**src/rtl/wb_router_pkg.sv**
```systemverilog
// wb_router_pkg: shared types and helpers for wb_slave_router.
// Holds the router state enum, the unmapped-read filler word and the base-code decoder.
package wb_router_pkg;

  typedef enum logic [1:0] {
    IDLE,
    BUSY,
    RESP
  } state_t;

  localparam logic [31:0] DEAD_WORD = 32'hDEAD_BEEF;
  localparam int MAX_SLV = 8;

  typedef struct packed {
    logic       hit;
    logic [2:0] idx;
  } dec_t;

  // Walks downward so the lowest matching index is the one left standing.
  function automatic dec_t decode(
    input logic [7:0]           code,
    input logic [8*MAX_SLV-1:0] base,
    input int                   n_slv
  );
    dec_t d;
    d = '0;
    for (int i = MAX_SLV - 1; i >= 0; i--) begin
      if (i < n_slv && base[8*i +: 8] == code) begin
        d.hit = 1'b1;
        d.idx = 3'(i);
      end
    end
    return d;
  endfunction

endpackage

```
**src/rtl/wb_router_timer.sv**
```systemverilog
// wb_router_timer: BUSY-cycle watchdog for the router.
// Ports: clk, rst (async, high), clr, en; expire is high on the TIMEOUT_CYC-th enabled cycle.
module wb_router_timer #(
  parameter int TIMEOUT_CYC = 255
) (
  input  logic clk,
  input  logic rst,
  input  logic clr,
  input  logic en,
  output logic expire
);

  localparam int W = $clog2(TIMEOUT_CYC + 1);
  localparam logic [W-1:0] LIM = W'(TIMEOUT_CYC - 1);

  logic [W-1:0] cnt;

  always_ff @(posedge clk or posedge rst) begin
    if (rst) begin
      cnt <= '0;
    end else if (clr) begin
      cnt <= '0;
    end else if (en) begin
      cnt <= cnt + W'(1);
    end
  end

  // cnt holds the number of BUSY cycles already spent, so this
  // fires on the cycle that would be number TIMEOUT_CYC.
  assign expire = en && (cnt == LIM);

endmodule

```
**src/rtl/wb_slave_router.sv**
```systemverilog
// wb_slave_router: Wishbone classic 1-to-N_SLV address router with registered response,
// hung-slave timeout and self-answered unmapped cycles. Optional macro: WB_ROUTER_ERR_EN.
// Ports: wbs_* master side (clk, async high rst, stb/cyc/we/sel/adr/dat in; ack/err/dat out),
// s_* slave side (one-hot stb/cyc, shared we/sel/adr/dat out; per-slave ack and dat in).
module wb_slave_router
  import wb_router_pkg::*;
#(
  parameter int               N_SLV       = 4,
  parameter int               DW          = 32,
  parameter int               AW          = 32,
  parameter int               DEC_MSB     = 31,
  parameter int               DEC_LSB     = 24,
  parameter logic [8*N_SLV-1:0] SLV_BASE  = 32'h3C38_3430,
  parameter int               TIMEOUT_CYC = 255
) (
  input  logic                wbs_clk_i,
  input  logic                wbs_rst_i,
  input  logic                wbs_stb_i,
  input  logic                wbs_cyc_i,
  input  logic                wbs_we_i,
  input  logic [DW/8-1:0]     wbs_sel_i,
  input  logic [AW-1:0]       wbs_adr_i,
  input  logic [DW-1:0]       wbs_dat_i,
  output logic                wbs_ack_o,
  output logic                wbs_err_o,
  output logic [DW-1:0]       wbs_dat_o,
  output logic [N_SLV-1:0]    s_stb_o,
  output logic [N_SLV-1:0]    s_cyc_o,
  output logic                s_we_o,
  output logic [DW/8-1:0]     s_sel_o,
  output logic [AW-1:0]       s_adr_o,
  output logic [DW-1:0]       s_dat_o,
  input  logic [N_SLV-1:0]    s_ack_i,
  input  logic [N_SLV*DW-1:0] s_dat_i
);

`ifdef WB_ROUTER_ERR_EN
  localparam bit ERR_EN = 1'b1;
`else
  localparam bit ERR_EN = 1'b0;
`endif

  state_t           state_q, state_d;
  logic [N_SLV-1:0] stb_d;
  logic [2:0]       idx_q, idx_d;
  logic             miss_q, miss_d;
  logic             latch;
  logic             ack_d, err_d;
  logic [DW-1:0]    dat_d;
  logic [DW-1:0]    rd_dat;
  logic             sel_ack;
  logic             tmr_clr, tmr_en, tmr_exp;
  logic [7:0]       code;
  dec_t             dec;

  assign code    = 8'(wbs_adr_i[DEC_MSB:DEC_LSB]);
  assign dec     = decode(code, 64'(SLV_BASE), N_SLV);
  assign s_cyc_o = s_stb_o;
  // Masking with s_stb_o drops acks from unselected slaves and
  // any ack outside BUSY, where s_stb_o is zero.
  assign sel_ack = |(s_ack_i & s_stb_o);

  always_comb begin
    rd_dat = '0;
    for (int i = 0; i < N_SLV; i++) begin
      if (idx_q == 3'(i)) rd_dat = s_dat_i[DW*i +: DW];
    end
  end

  wb_router_timer #(
    .TIMEOUT_CYC(TIMEOUT_CYC)
  ) u_timer (
    .clk   (wbs_clk_i),
    .rst   (wbs_rst_i),
    .clr   (tmr_clr),
    .en    (tmr_en),
    .expire(tmr_exp)
  );

  // Unmapped cycles also pass through one strobe-less BUSY cycle,
  // so a miss answers at the same latency as a zero-wait slave.
  always_comb begin
    state_d = state_q;
    stb_d   = s_stb_o;
    idx_d   = idx_q;
    miss_d  = miss_q;
    latch   = 1'b0;
    ack_d   = 1'b0;
    err_d   = 1'b0;
    dat_d   = wbs_dat_o;
    tmr_clr = 1'b1;
    tmr_en  = 1'b0;
    unique case (state_q)
      IDLE: begin
        if (wbs_stb_i && wbs_cyc_i) begin
          latch   = 1'b1;
          state_d = BUSY;
          idx_d   = dec.idx;
          miss_d  = !dec.hit;
          if (dec.hit) stb_d = N_SLV'(1) << dec.idx;
        end
      end
      BUSY: begin
        tmr_clr = 1'b0;
        tmr_en  = !miss_q;
        if (!wbs_cyc_i) begin
          stb_d   = '0;
          state_d = IDLE;
        end else if (sel_ack) begin
          stb_d   = '0;
          state_d = RESP;
          ack_d   = 1'b1;
          if (!s_we_o) dat_d = rd_dat;
        end else if (miss_q || tmr_exp) begin
          stb_d   = '0;
          state_d = RESP;
          if (ERR_EN) begin
            err_d = 1'b1;
          end else begin
            ack_d = 1'b1;
            if (!s_we_o) dat_d = DW'(DEAD_WORD);
          end
        end
      end
      RESP: begin
        state_d = IDLE;
      end
      default: begin
        state_d = IDLE;
      end
    endcase
  end

  always_ff @(posedge wbs_clk_i or posedge wbs_rst_i) begin
    if (wbs_rst_i) begin
      state_q   <= IDLE;
      s_stb_o   <= '0;
      idx_q     <= '0;
      miss_q    <= 1'b0;
      wbs_ack_o <= 1'b0;
      wbs_err_o <= 1'b0;
      wbs_dat_o <= '0;
      s_we_o    <= 1'b0;
      s_sel_o   <= '0;
      s_adr_o   <= '0;
      s_dat_o   <= '0;
    end else begin
      state_q   <= state_d;
      s_stb_o   <= stb_d;
      idx_q     <= idx_d;
      miss_q    <= miss_d;
      wbs_ack_o <= ack_d;
      wbs_err_o <= err_d;
      wbs_dat_o <= dat_d;
      if (latch) begin
        s_we_o  <= wbs_we_i;
        s_sel_o <= wbs_sel_i;
        s_adr_o <= wbs_adr_i;
        s_dat_o <= wbs_dat_i;
      end
    end
  end

endmodule

```
**config.mk**
```make
export PLATFORM = sky130hd
export DESIGN_NAME = wb_slave_router
export DESIGN_NICKNAME = d
export VERILOG_FILES = /design/src/rtl/wb_router_pkg.sv /design/src/rtl/wb_router_timer.sv /design/src/rtl/wb_slave_router.sv
export SDC_FILE = /design/constraint.sdc
export NUM_CORES = 1
export LEC_CHECK = 0
export CAP_MARGIN = 10
export CORE_AREA = 2 2 124 126
export CTS_BUF_LIST = sky130_fd_sc_hd__clkbuf_8
export DETAILED_ROUTE_END_ITERATION = 6
export DIE_AREA = 0 0 126 128
export PLACE_DENSITY = 0.78
export SYNTH_ARGS = -nofsm -noshare
export SYNTH_HDL_FRONTEND = slang
export SYNTH_SLANG_ARGS = --single-unit
```
**constraint.sdc**
```tcl
create_clock -name wbs_clk_i -period 9.8 [get_ports wbs_clk_i]
set_input_delay 2.45 -clock wbs_clk_i [delete_from_list [all_inputs] [get_ports wbs_clk_i]]
set_output_delay 2.45 -clock wbs_clk_i [all_outputs]
set_load 0.005 [all_outputs]
```
Word-level counts from Yosys, hierarchy flattened --
Index checks and enable logic that the tools add are counted.
Word-level totals: register bits after elaboration 120, bits in latches 0, RAM bits 0, bits in read-only memories 0, input port bits 205, output and inout port bits 111, logic and storage cells 75, memories kept 0
Cells by class: add/subtract/negate cells 1, multipliers 0, div/mod/pow operators 0, $lt $le $gt $ge 0, eq/ne operators 15, shift-type cells 1, mux-type cells 32, bitwise gates (word level) 1, reduce and logical (&&, ||, !) cells 14
Operators by type and width (count):
- $mux W32 | 8
- $mux W4 | 9
- $eq A6 B8 Y1 const A | 4
- $mux W8 | 2
- $add A8 B1 Y8 const B | 1
- $eq A8 B8 Y1 const B | 1
- $mux W2 | 4
- $ne A2 B2 Y1 const B | 4
- $pmux W4 S2 | 1
- $mux W1 | 7
- $eq A3 B2 Y1 const B | 2
- $reduce_and A5 Y1 | 1
- $and A4 B4 Y4 | 1
- $ne A4 B4 Y1 const B | 1
- $pmux W2 S2 | 1
- $reduce_and A2 Y1 | 2
- $reduce_and A4 Y1 | 1
- $reduce_bool A2 Y1 | 2
- $reduce_or A4 Y1 | 1
- $shl A1 B3 Y4 const A | 1
- $eq A3 B1 Y1 const B | 1
- $logic_not A3 Y1 | 1
- $eq A2 B1 Y1 const B | 1
- $logic_and A1 B1 Y1 | 2
- 4 further kinds | 5

Depth between registers and ports, before layout --
Gate-level depths: netlist of run 1.
word-level depth 9, depth in mapped cells 7

Cells and area by module --
Synthesis of run 1 repeated with hierarchy kept, for this count alone.
Unflattened totals: cells, all modules 560, area total of the unflattened synthesis 5521.5 um2
By module, submodules not included:
- wb_slave_router | times used 1, cells an instance 518, area an instance 5102.4 um2, seq. area each 2777.7 um2
- wb_router_timer | times used 1, cells an instance 42, area an instance 419.2 um2, seq. area each 200.2 um2

Worst setup path after synthesis of run 1 --
Ideal clock, no wire load.
path type input to register, start point in s_ack_i[0], end point reg wbs_dat_o[15], library setup time 0.121 ns, data arrival time 3.491 ns, data required time 9.679 ns, setup slack 6.188 ns, stages on the path 5, path through a22o_2 > nor3_2 > a21boi_4 > buf_6 > o22a_1
Between the ends: longest elaborated chain between the ends 4, elaborated cells between the ends (all ways) 6, those cells by class eq/ne (1); mux (1); bitwise (1); reduce/logical (3)
RTL lines:
- from (decl) | line wb_slave_router.sv:33 | input logic [N_SLV-1:0] s_ack_i,
- $and A4 B4 Y4 * | line wb_slave_router.sv:61 | assign sel_ack = |(s_ack_i & s_stb_o);
- $reduce_or A4 Y1 * | line wb_slave_router.sv:61
- $ne A2 B2 Y1 (no source line) or $reduce_bool A2 Y1 (tied branches)
- $reduce_and A5 Y1 (no source line)
- to (signal assigned) | line wb_slave_router.sv:154 | wbs_dat_o <= dat_d;
- to (decl) | line wb_slave_router.sv:26 | output logic [DW-1:0] wbs_dat_o,
Mark *: on every way between the ends. The rest lies on a longest branch, timed or not. A chain may end at the register's enable or synchronous reset.

Worst setup path after layout of run 1 --
start point in wbs_cyc_i, end point reg s_stb_o[3], in the netlist s_cyc_o[3]
Between the ends: longest elaborated chain between the ends 3, elaborated cells between the ends (all ways) 6, those cells by class eq/ne (2); mux (2); reduce/logical (2)
RTL lines:
- from (decl) | line wb_slave_router.sv:19 | input logic wbs_cyc_i,
- $logic_and A1 B1 Y1 | line wb_slave_router.sv:95 | if (wbs_stb_i && wbs_cyc_i) begin
- $ne A2 B2 Y1 (no source line)
- $reduce_and A4 Y1 (no source line)
- to (signal assigned) | line wb_slave_router.sv:149 | s_stb_o <= stb_d;
- to (decl) | line wb_slave_router.sv:27 | output logic [N_SLV-1:0] s_stb_o,
Parallel ways exist; a longest one is shown, timed or not.

==> results of run 1 <==
-- metrics by stage --
stage | utilization (%) | cells | area (µm²) | total power, mW | hold WS [ns]
global placement | 58.2 | 966 | 8660 | 1.00 | 0.457
CTS | 61.3 | 998 | 9110 | 1.53 | 0.480
global route | 61.3 | 998 | 9110 | 1.58 | 0.502
detailed placement | 58.2 | 966 | 8660 | 1.01 | 0.462
floorplan | - | 495 | 5410 | 0.729 | 0.470
finish | 61.3 | 998 | 9110 | 1.51 | 0.475
-- registers in the layout (all words and copies together), names as in the netlist --
register / cells
s_cyc_o: 4
s_sel_o: 4
s_adr_o: 32
idx_q: 2
u_timer.cnt: 8
state_q: 2
wbs_ack_o: 1
s_we_o: 1
s_dat_o: 32
miss_q: 1
wbs_dat_o: 32
-- Yosys cell counts (3+ instances only) --
master,number,area (µm²)
nor2_1,13,48.8
buf_2,4,20.0
nand3_1,3,15.0
a22o_1,8,70.1
buf_4,6,45.0
a21oi_1,3,15.0
dfrtp_1,119,2980
xor2_1,4,35.0
inv_1,5,18.8
nand2_1,212,796
a32o_1,3,30.0
clkbuf_1,20,75.1
o21ai_0,4,20.0
mux4_2,32,721
buf_6,3,33.8
o22a_1,24,210
-- final timing paths --
path / start / endpoint / slack [ns] / cells past startpoint
max: wbs_cyc_i / s_cyc_o[3] / 5.41 / 6
min: s_dat_o[23] / s_dat_o[23] / 0.48 / 2
max reg2reg: s_cyc_o[0] / wbs_dat_o[22] / 7.46 / 4
min reg2reg: s_dat_o[23] / s_dat_o[23] / 0.48 / 2
max in group asynchronous: wbs_rst_i / idx_q[0] / 5.97 / 3
min in group asynchronous: wbs_rst_i / s_dat_o[21] / 2.40 / 2
-- layout by cell type, fill, tap and decap left out, types with 3 or more instances in the layout --
master           Yosys  final
clkinvlp_4           0      3
nor2_1              13     13
a22o_1               8      8
dfrtp_1            119    118
xor2_1               4      4
mux4_2              32     32
a21oi_1              3      3
buf_4                6      4
bufinv_16            0      4
o22a_1              24     24
a32o_1               3      3
clkbuf_8             0     21
clkdlybuf4s50_1      0    314
nand2_1            212    212
inv_1                5      5
o21ai_0              4      4
-- layer usage --
layer	global-route usage, %	vias to the layer above	share of wire (%)
li1	-	2282	-
met4	8.99	0	2.4
met5	0	-	0
met3	7.43	35	8.1
met2	39.1	256	51
met1	26.6	2442	38
-- logic make-up after synthesis --
| group | share of synthesized area [%] |
|---|---|
| AOI/OAI and AO/OA | 8.09 |
| xor gates and xnor gates | 0.809 |
| adders and majority gates | 0.462 |
| buffers and inverters | 3.88 |
| DFF | 55.0 |
| muxes | 13.3 |
| other | 0.0693 |
| and+or+nand+nor | 18.3 |
-- worst register-to-register path: stages (launching register included) --
cell and delay, ns:
dfrtp_1 0.46, a22o_2 0.29, o21ai_2 0.83, inv_1 0.36, a22o_1 0.30
-- report_power, final --
part / switching (mW) / total (mW) / internal [mW]
registers: 0.0462 / 0.616 / 0.569
logic: 0.133 / 0.385 / 0.253
clock network: 0.203 / 0.508 / 0.305
total: 0.382 / 1.51 / 1.13
-- layout make-up --
| type | count | area, µm² |
|---|---|---|
| fill | 1203 | 5750 |
| timing repair buffer | 318 | 3170 |
| sequential | 119 | 2980 |
| multi-input combinational | 336 | 2250 |
| clock buffer | 21 | 289 |
| tap | 188 | 235 |
| clock inverter | 11 | 169 |
| inverter | 5 | 21.3 |
==> out/qor.txt, run 1 <==
Startpoint types: input port
Ys Warns: 0
Tmin final: 4.39 ns
Final Setup Violations: 0
RSZ-0062 raised after global routing: no
Total Routed Length: 18600 µm
Pre-CTS WS: 4.91 ns
Most used cell along the critical path: a32o_1
Share of cells above drive strength 1: 10.0%
Top achievable clock speed: 228 MHz
CP max stage cell: buf_4
Cell Pwr Density: 166 nW/µm²
Max cap viols: 0
Worst EP arrival: 4.72 ns
Grt total ovfl: 0
Area delta synth->final: 68.4%
Global-route wire length before repair: 28100 µm
Reg clk slew, reported paths: 0.07 ns
Wire per inst: 18.7 µm
Clock Latency Late Sink: 0.44 ns
Chip height: 128 µm
Req. time, crit path: 10.12 ns
CP endpoint kind: flop
Slew Viols, Final: 0
Worst Setup Slack, final: 5.41 ns
Vias in the first global route: 5123
Number of flops mapped to enable cells by yosys: 0
Htree depth: 4
CORE AREA: 14900 µm²
Cell row count: 45
ANT nets after route: 0
DRT iter0 DRCs: 246
Post-DR vias/cell: 5.03
Total global-route track usage: 22.8%
Pin count of the biggest net entering global routing: 76
Initial Util: 36.4%
Final Skew: 0.00768 ns
TritonCTS Sinks: 119
I/O pin cnt: 316
Yosys reg bits: 119
Syn nets: 702
Setup_tns: 0 ns
Die width: 126 µm
Routability cong.: 0.856
Post-CTS Setup Inserts: 0
Max stage delay on crit path: 0.59 ns
Critical path buffers and inverters: 2
Drt pass-1 iters: 5
Hold Vio Cnt, Final: 0
Nets: 1004
# hold bufs at CTS: 0
Cell family with most CP delay: buffers and inverters
Main synth FF type: dfrtp_1
Cell Area, Synth: 5410 µm²
DRC Markers: 0
CTS root buf: clkbuf_8
Synth async-reset ratio: 100%
Pleak: 3.90 nW
Crit-path max FO: 72
Worst vdd ir: 122 µV
Cell count after synthesis: 495
Min-delay worst type: flop to flop
Bufs on Longest Clock Path: 2
Port-buffer cells: 314
Max_slew headroom: 28.3%
CP Cell Sequence: clkdlybuf4s50_1, nor4bb_4, buf_4, nand3_1, a32o_1, a32o_1
Avg Inst Size Synth: 10.9 µm²
CTS buffer count: 17
Vias: 5015
Post-CTS sizing: 0
Seq/Total Area, Yosys: 55.0%
Final period util: 44.8%
Initial antenna violation count: 0
CTS tree: done
Yosys cell types: 42
Post-DP HPWL: 13900 µm
Critical path class: input port to flop
# diodes: 0
Worst-Margin Slew: 1.07 ns
Outcome: finished clean
Die Area: 16100 µm²
Power figures use the tool's default switching activity.
==> run 2, diff against run 1 <==
--- a/config.mk
+++ b/config.mk
@@ -6,11 +6,11 @@
 export NUM_CORES = 1
 export LEC_CHECK = 0
 export CAP_MARGIN = 10
-export CORE_AREA = 2 2 124 126
+export CORE_AREA = 2 2 121 123
 export CTS_BUF_LIST = sky130_fd_sc_hd__clkbuf_8
 export DETAILED_ROUTE_END_ITERATION = 6
-export DIE_AREA = 0 0 126 128
-export PLACE_DENSITY = 0.78
+export DIE_AREA = 0 0 123 125
+export PLACE_DENSITY = 0.82
 export SYNTH_ARGS = -nofsm -noshare
 export SYNTH_HDL_FRONTEND = slang
 export SYNTH_SLANG_ARGS = --single-unit
==> constraint.sdc (replaced) <==
create_clock -name wbs_clk_i -period 4.4 [get_ports wbs_clk_i]
set_input_delay 1.1 -clock wbs_clk_i [delete_from_list [all_inputs] [get_ports wbs_clk_i]]
set_output_delay 1.1 -clock wbs_clk_i [all_outputs]
set_load 0.005 [all_outputs]
==> run 2 against run 1 <==
Net effect:
- hold slack worse by 0.0033 ns
- critical endpoint is now s_sel_o[1]
- register-to-register slack worse by 5.3 ns
- die area down 4.7%
- clock skew up 0.0028 ns
- critical path type unchanged
- non-clock buffer count up 2
- global-route usage up 0.30 points
- largest cell class unchanged
==> out/qor.txt, run 2 (synthesis results as in run 1) <==
Outcome: finished clean
Nets: 1006
Min-delay worst type: flop to flop
RSZ-0062 raised after global routing: no
Tot Pwr: 3.23 mW
Chip height: 125 µm
Final Setup Violations: 0
Fill count: 1139
Post-CTS Setup Inserts: 0
Comb power frac: 26.2%
Routability cong.: 0.789
Vias in the first global route: 5227
Die Area: 15400 µm²
Total global-route track usage: 23.1%
Int Pwr: 2.37 mW
Initial Util: 38.1%
Max cap viols: 0
Crit path launch: wbs_cyc_i
TritonCTS Sinks: 119
Bufs on Longest Clock Path: 2
Area delta synth->final: 67.9%
Dpl cells: 964
Flop2flop setup slack: 2.21 ns
Die width: 123 µm
Post-DP HPWL: 13300 µm
Clock Latency Late Sink: 0.42 ns
Post-DR vias/cell: 4.98
Reg power frac: 42.5%
ANT nets after route: 0
# hold bufs at CTS: 0
# diodes: 0
Most common cell after layout, fill and taps aside: clkdlybuf4s50_1
Drt pass-1 iters: 5
Worst vdd ir: 195 µV
Biggest regs: s_adr_o: 32 flops, s_dat_o: 32 flops, wbs_dat_o: 32 flops
CP endpoint kind: flop
CORE AREA: 14200 µm²
DRT iter0 DRCs: 283
Critical path class: input port to flop
CTS buffer count: 17
Port-buffer cells: 314
Final period util: 60.3%
Startpoint types: input port
Worst r2r src: state_q[1]
Final Skew: 0.0105 ns
Wire per inst: 17.7 µm
Clk pwr share: 31.3%
Max_slew headroom: 29.5%
Post-Route Utilization: 64.0%
Setup_tns: 0 ns
DRC Markers: 0
Hold Vio Cnt, Final: 0
Htree depth: 4
I/O pin cnt: 316
Cell Pwr Density: 356 nW/µm²
Pleak: 3.90 nW
Top achievable clock speed: 377 MHz
Total Routed Length: 17600 µm
Pin count of the biggest net entering global routing: 72
Global-route wire length before repair: 27100 µm
Share of cells above drive strength 1: 10.3%
Worst-Margin Slew: 1.06 ns
Reg clk slew, reported paths: 0.07 ns
Slew Viols, Final: 0
Post-CTS sizing: 0
CTS root buf: clkbuf_8
Vias: 4956
Most frequent cells in the layout: clkdlybuf4s50_1 (314), nand2_1 (212), dfrtp_1 (118), mux4_2 (32), o22a_1 (24)
Tmin final: 2.65 ns
Hold_sp: s_sel_o[2]
Crit-path max FO: 38
Final hold slack: 0.472 ns
CTS tree: done
Psw: 0.857 mW
Grt total ovfl: 0
Req. time, crit path: 4.71 ns
Worst EP arrival: 2.96 ns
Cell row count: 44
Switching Fraction: 26.5%
Layout Cells excl Fill: 996
Initial antenna violation count: 1
## run 2: critical path, cell delays in order
cell	delay (ns)
clkdlybuf4s50_1	0.54
nand3_2	0.60
buf_4	0.53
nand2_1	0.12
nand2_1	0.06
## run 2: worst paths after layout
| kind | to | depth (start not counted) |
|---|---|---|
| setup / recovery | s_sel_o[1] | 5 |
| hold / removal | s_sel_o[2] | 2 |
| setup reg to reg | wbs_dat_o[13] | 4 |
| hold reg to reg | s_sel_o[2] | 2 |
| max in group asynchronous | s_dat_o[11] | 3 |
| min in group asynchronous | s_dat_o[30] | 2 |
## run 2: stage by stage
| step | worst slack (ns) | area (µm²) |
|---|---|---|
| final | 1.75 | 9080 |
| after global routing | 1.62 | 9080 |
| after CTS | 1.74 | 9080 |
| after detailed placement | 1.28 | 8680 |
| after global placement | 1.33 | 8680 |
| after floorplan | 0.143 | 5410 |
## run 2: metal layers
layer  vias up  GRT usage, %  routed length (µm)
met4         0          10.2                 711
met5         -             0                   0
li1       2288             -                   -
met1      2374          26.1                6430
met2       242          38.8                8630
met3        52          8.39                1840
## run 2: area by class of cell
type	count	area, µm²	area share, %
tap	184	230	2.53
multi-input combinational	336	2250	24.7
timing repair buffer	320	3200	35.2
inverter	5	21.3	0.234
clock buffer	19	262	2.88
sequential	119	2980	32.8
clock inverter	13	145	1.60
## run 2: power groups by stage
| stage | registers [mW] | logic, mW | clock network [mW] |
|---|---|---|---|
| global route | 1.40 | 0.916 | 1.10 |
| finish | 1.37 | 0.846 | 1.01 |
| floorplan | 1.39 | 0.230 | 0 |
| CTS | 1.37 | 0.858 | 1.04 |
| global placement | 1.39 | 0.841 | 0 |
| detailed placement | 1.39 | 0.855 | 0 |
==> run 3, diff against run 2 <==
==> constraint.sdc (replaced) <==
create_clock -name wbs_clk_i -period 2.75 [get_ports wbs_clk_i]
set_input_delay 0.6875 -clock wbs_clk_i [delete_from_list [all_inputs] [get_ports wbs_clk_i]]
set_output_delay 0.6875 -clock wbs_clk_i [all_outputs]
set_load 0.005 [all_outputs]
==> run 3 against run 2 <==
Net effect:
- clock skew down 0.0048 ns
- global-route usage grew 1.1 points
- register-to-register slack worse by 1.6 ns
- critical endpoint is now s_stb_o[0]
- highest routed layer is now met5
==> out/qor.txt, run 3 (synthesis results as in run 1) <==
Outcome: finished clean
Psw: 1.36 mW
Hold endpoint: s_dat_o[7]
DRT iter0 DRCs: 231
TritonCTS Sinks: 119
CP endpoint kind: output pin
Htree depth: 4
CTS tree: done
# hold bufs at CTS: 0
Top achievable clock speed: 447 MHz
Final period util: 81.3%
Routability cong.: 0.787
Cell family with most CP delay: buffers and inverters
ANT nets after route: 0
Global-route wire length before repair: 27500 µm
FF/Latch Area: 2980 µm²
Dpl cell area: 8740 µm²
WL met1: 6580 µm
Max cap viols: 0
Cell Pwr Density: 568 nW/µm²
Die width: 123 µm
Multi-input combinational cell area: 2250 µm²
Reg power frac: 42.2%
Reg clk slew, reported paths: 0.07 ns
CP max stage cell: clkdlybuf4s50_1
RR Endpoint: wbs_dat_o[13]
Hold_sp: s_dat_o[7]
Met3 wire length: 2180 µm
Port-buffer cells: 314
RSZ-0062 raised after global routing: no
Total global-route track usage: 24.1%
Wire per inst: 18.3 µm
Grt total ovfl: 0
Vias in the first global route: 5090
Post-Route Utilization: 64.5%
Routed wl met2: 9090 µm
Vias: 4896
Min-delay worst type: flop to flop
I/O pin cnt: 316
Final Skew: 0.00568 ns
Post-route cell area: 9160 µm²
Tot Pwr: 5.20 mW
Post-DP HPWL: 14000 µm
Pleak: 3.91 nW
Critical path class: flop to output pin
Req. time, crit path: 2.06 ns
DRC Markers: 0
Post-CTS sizing: 0
Flop2flop setup slack: 0.59 ns
Critical path buffers and inverters: 1
Most frequent cells in the layout: clkdlybuf4s50_1 (314), nand2_1 (212), dfrtp_1 (118), mux4_2 (32), o22a_1 (24)
Pre-CTS WS: 0.232 ns
Share of cells above drive strength 1: 10.9%
Worst r2r src: state_q[1]
Nets: 1011
Area delta synth->final: 69.3%
Tmin final: 2.24 ns
Hold Vio Cnt, Final: 0
Top sig layer: met5
Max stage delay on crit path: 0.57 ns
Chip height: 125 µm
Initial Util: 38.1%
CP Cell Sequence: clkdlybuf4s50_1
Int Pwr: 3.83 mW
Most common cell after layout, fill and taps aside: clkdlybuf4s50_1
Worst-Margin Slew: 0.676 ns
CORE AREA: 14200 µm²
Die Area: 15400 µm²
Crit-path max FO: 4
Crit path launch: s_cyc_o[0]
Slew Viols, Final: 0
Startpoint types: flop
Clock Latency Late Sink: 0.44 ns
Post-CTS Setup Inserts: 0
Clk pwr share: 31.4%
Max_slew headroom: 54.8%
Biggest regs: s_adr_o: 32 flops, s_dat_o: 32 flops, wbs_dat_o: 32 flops
Cell row count: 44
Switching Fraction: 26.2%
Reg2reg path depth: 4
Final Setup Violations: 0
Pin count of the biggest net entering global routing: 72
Comb power frac: 26.4%
Worst EP arrival: 1.55 ns
CTS buffer count: 17
Bufs on Longest Clock Path: 2
Hold Crit Depth: 2
Worst vdd ir: 437 µV
Fill count: 1167
CTS root buf: clkbuf_8
Drt pass-1 iters: 4
Setup_tns: 0 ns
Worst Setup Slack, final: 0.514 ns
Initial antenna violation count: 4
Post-DR vias/cell: 4.88
Total Routed Length: 18400 µm
-- run 3: cell types whose count changed in the layout (fill, tap and decap cells not counted), sizes merged --
cell      before  now
bufinv         2    3
clkinvlp       0    5
diode          0    2
inv            9    5
buf            6   11
clkbuf        19   17
-- run 3: worst max-delay path by stage --
stage / cells after the start / to / slack, ns
2_1_floorplan: 1 / idx_q[0] / 0.61
3_3_place_gp: 6 / s_cyc_o[2] / 0.22
3_5_place_dp: 6 / s_cyc_o[2] / 0.23
4_1_cts: 1 / s_cyc_o[0] / 0.48
5_1_grt: 4 / wbs_dat_o[13] / 0.44
6_report: 1 / s_stb_o[0] / 0.51
-- run 3: power groups by stage --
stage,sequential (mW),clock (mW),combinational [mW]
2_1_floorplan,2.23,0,0.369
3_3_place_gp,2.22,0,1.36
3_5_place_dp,2.22,0,1.38
4_1_cts,2.20,1.68,1.39
5_1_grt,2.23,1.77,1.48
6_report,2.19,1.63,1.37
-- run 3: final cells by class --
class | count | share of cell area [%]
clock inverters | 15 | 1.95
repair buffers | 325 | 35.6
inverters | 5 | 0.246
clock buffers | 17 | 2.55
well taps | 184 | 2.51
flip-flops and latches | 119 | 32.5
multi-input cells | 336 | 24.5
diodes | 2 | 0.0546
-- run 3: worst min-delay path, stage by stage, from the launching register on --
cell and delay (ns):
dfrtp_1 0.34, nand2_1 0.05, nand2_1 0.05
-- run 3: metrics by stage --
stage          hold WS (ns)  instances
6_report              0.473       1003
5_1_grt               0.501       1001
4_1_cts               0.480       1001
3_5_place_dp          0.462        969
3_3_place_gp          0.457        969
2_1_floorplan         0.470        495
-- run 3: routing by layer --
layer	up-vias	track usage (%)
li1	2305	-
met4	4	8.22
met5	-	0
met2	223	40.7
met3	37	12.2
met1	2327	26.0
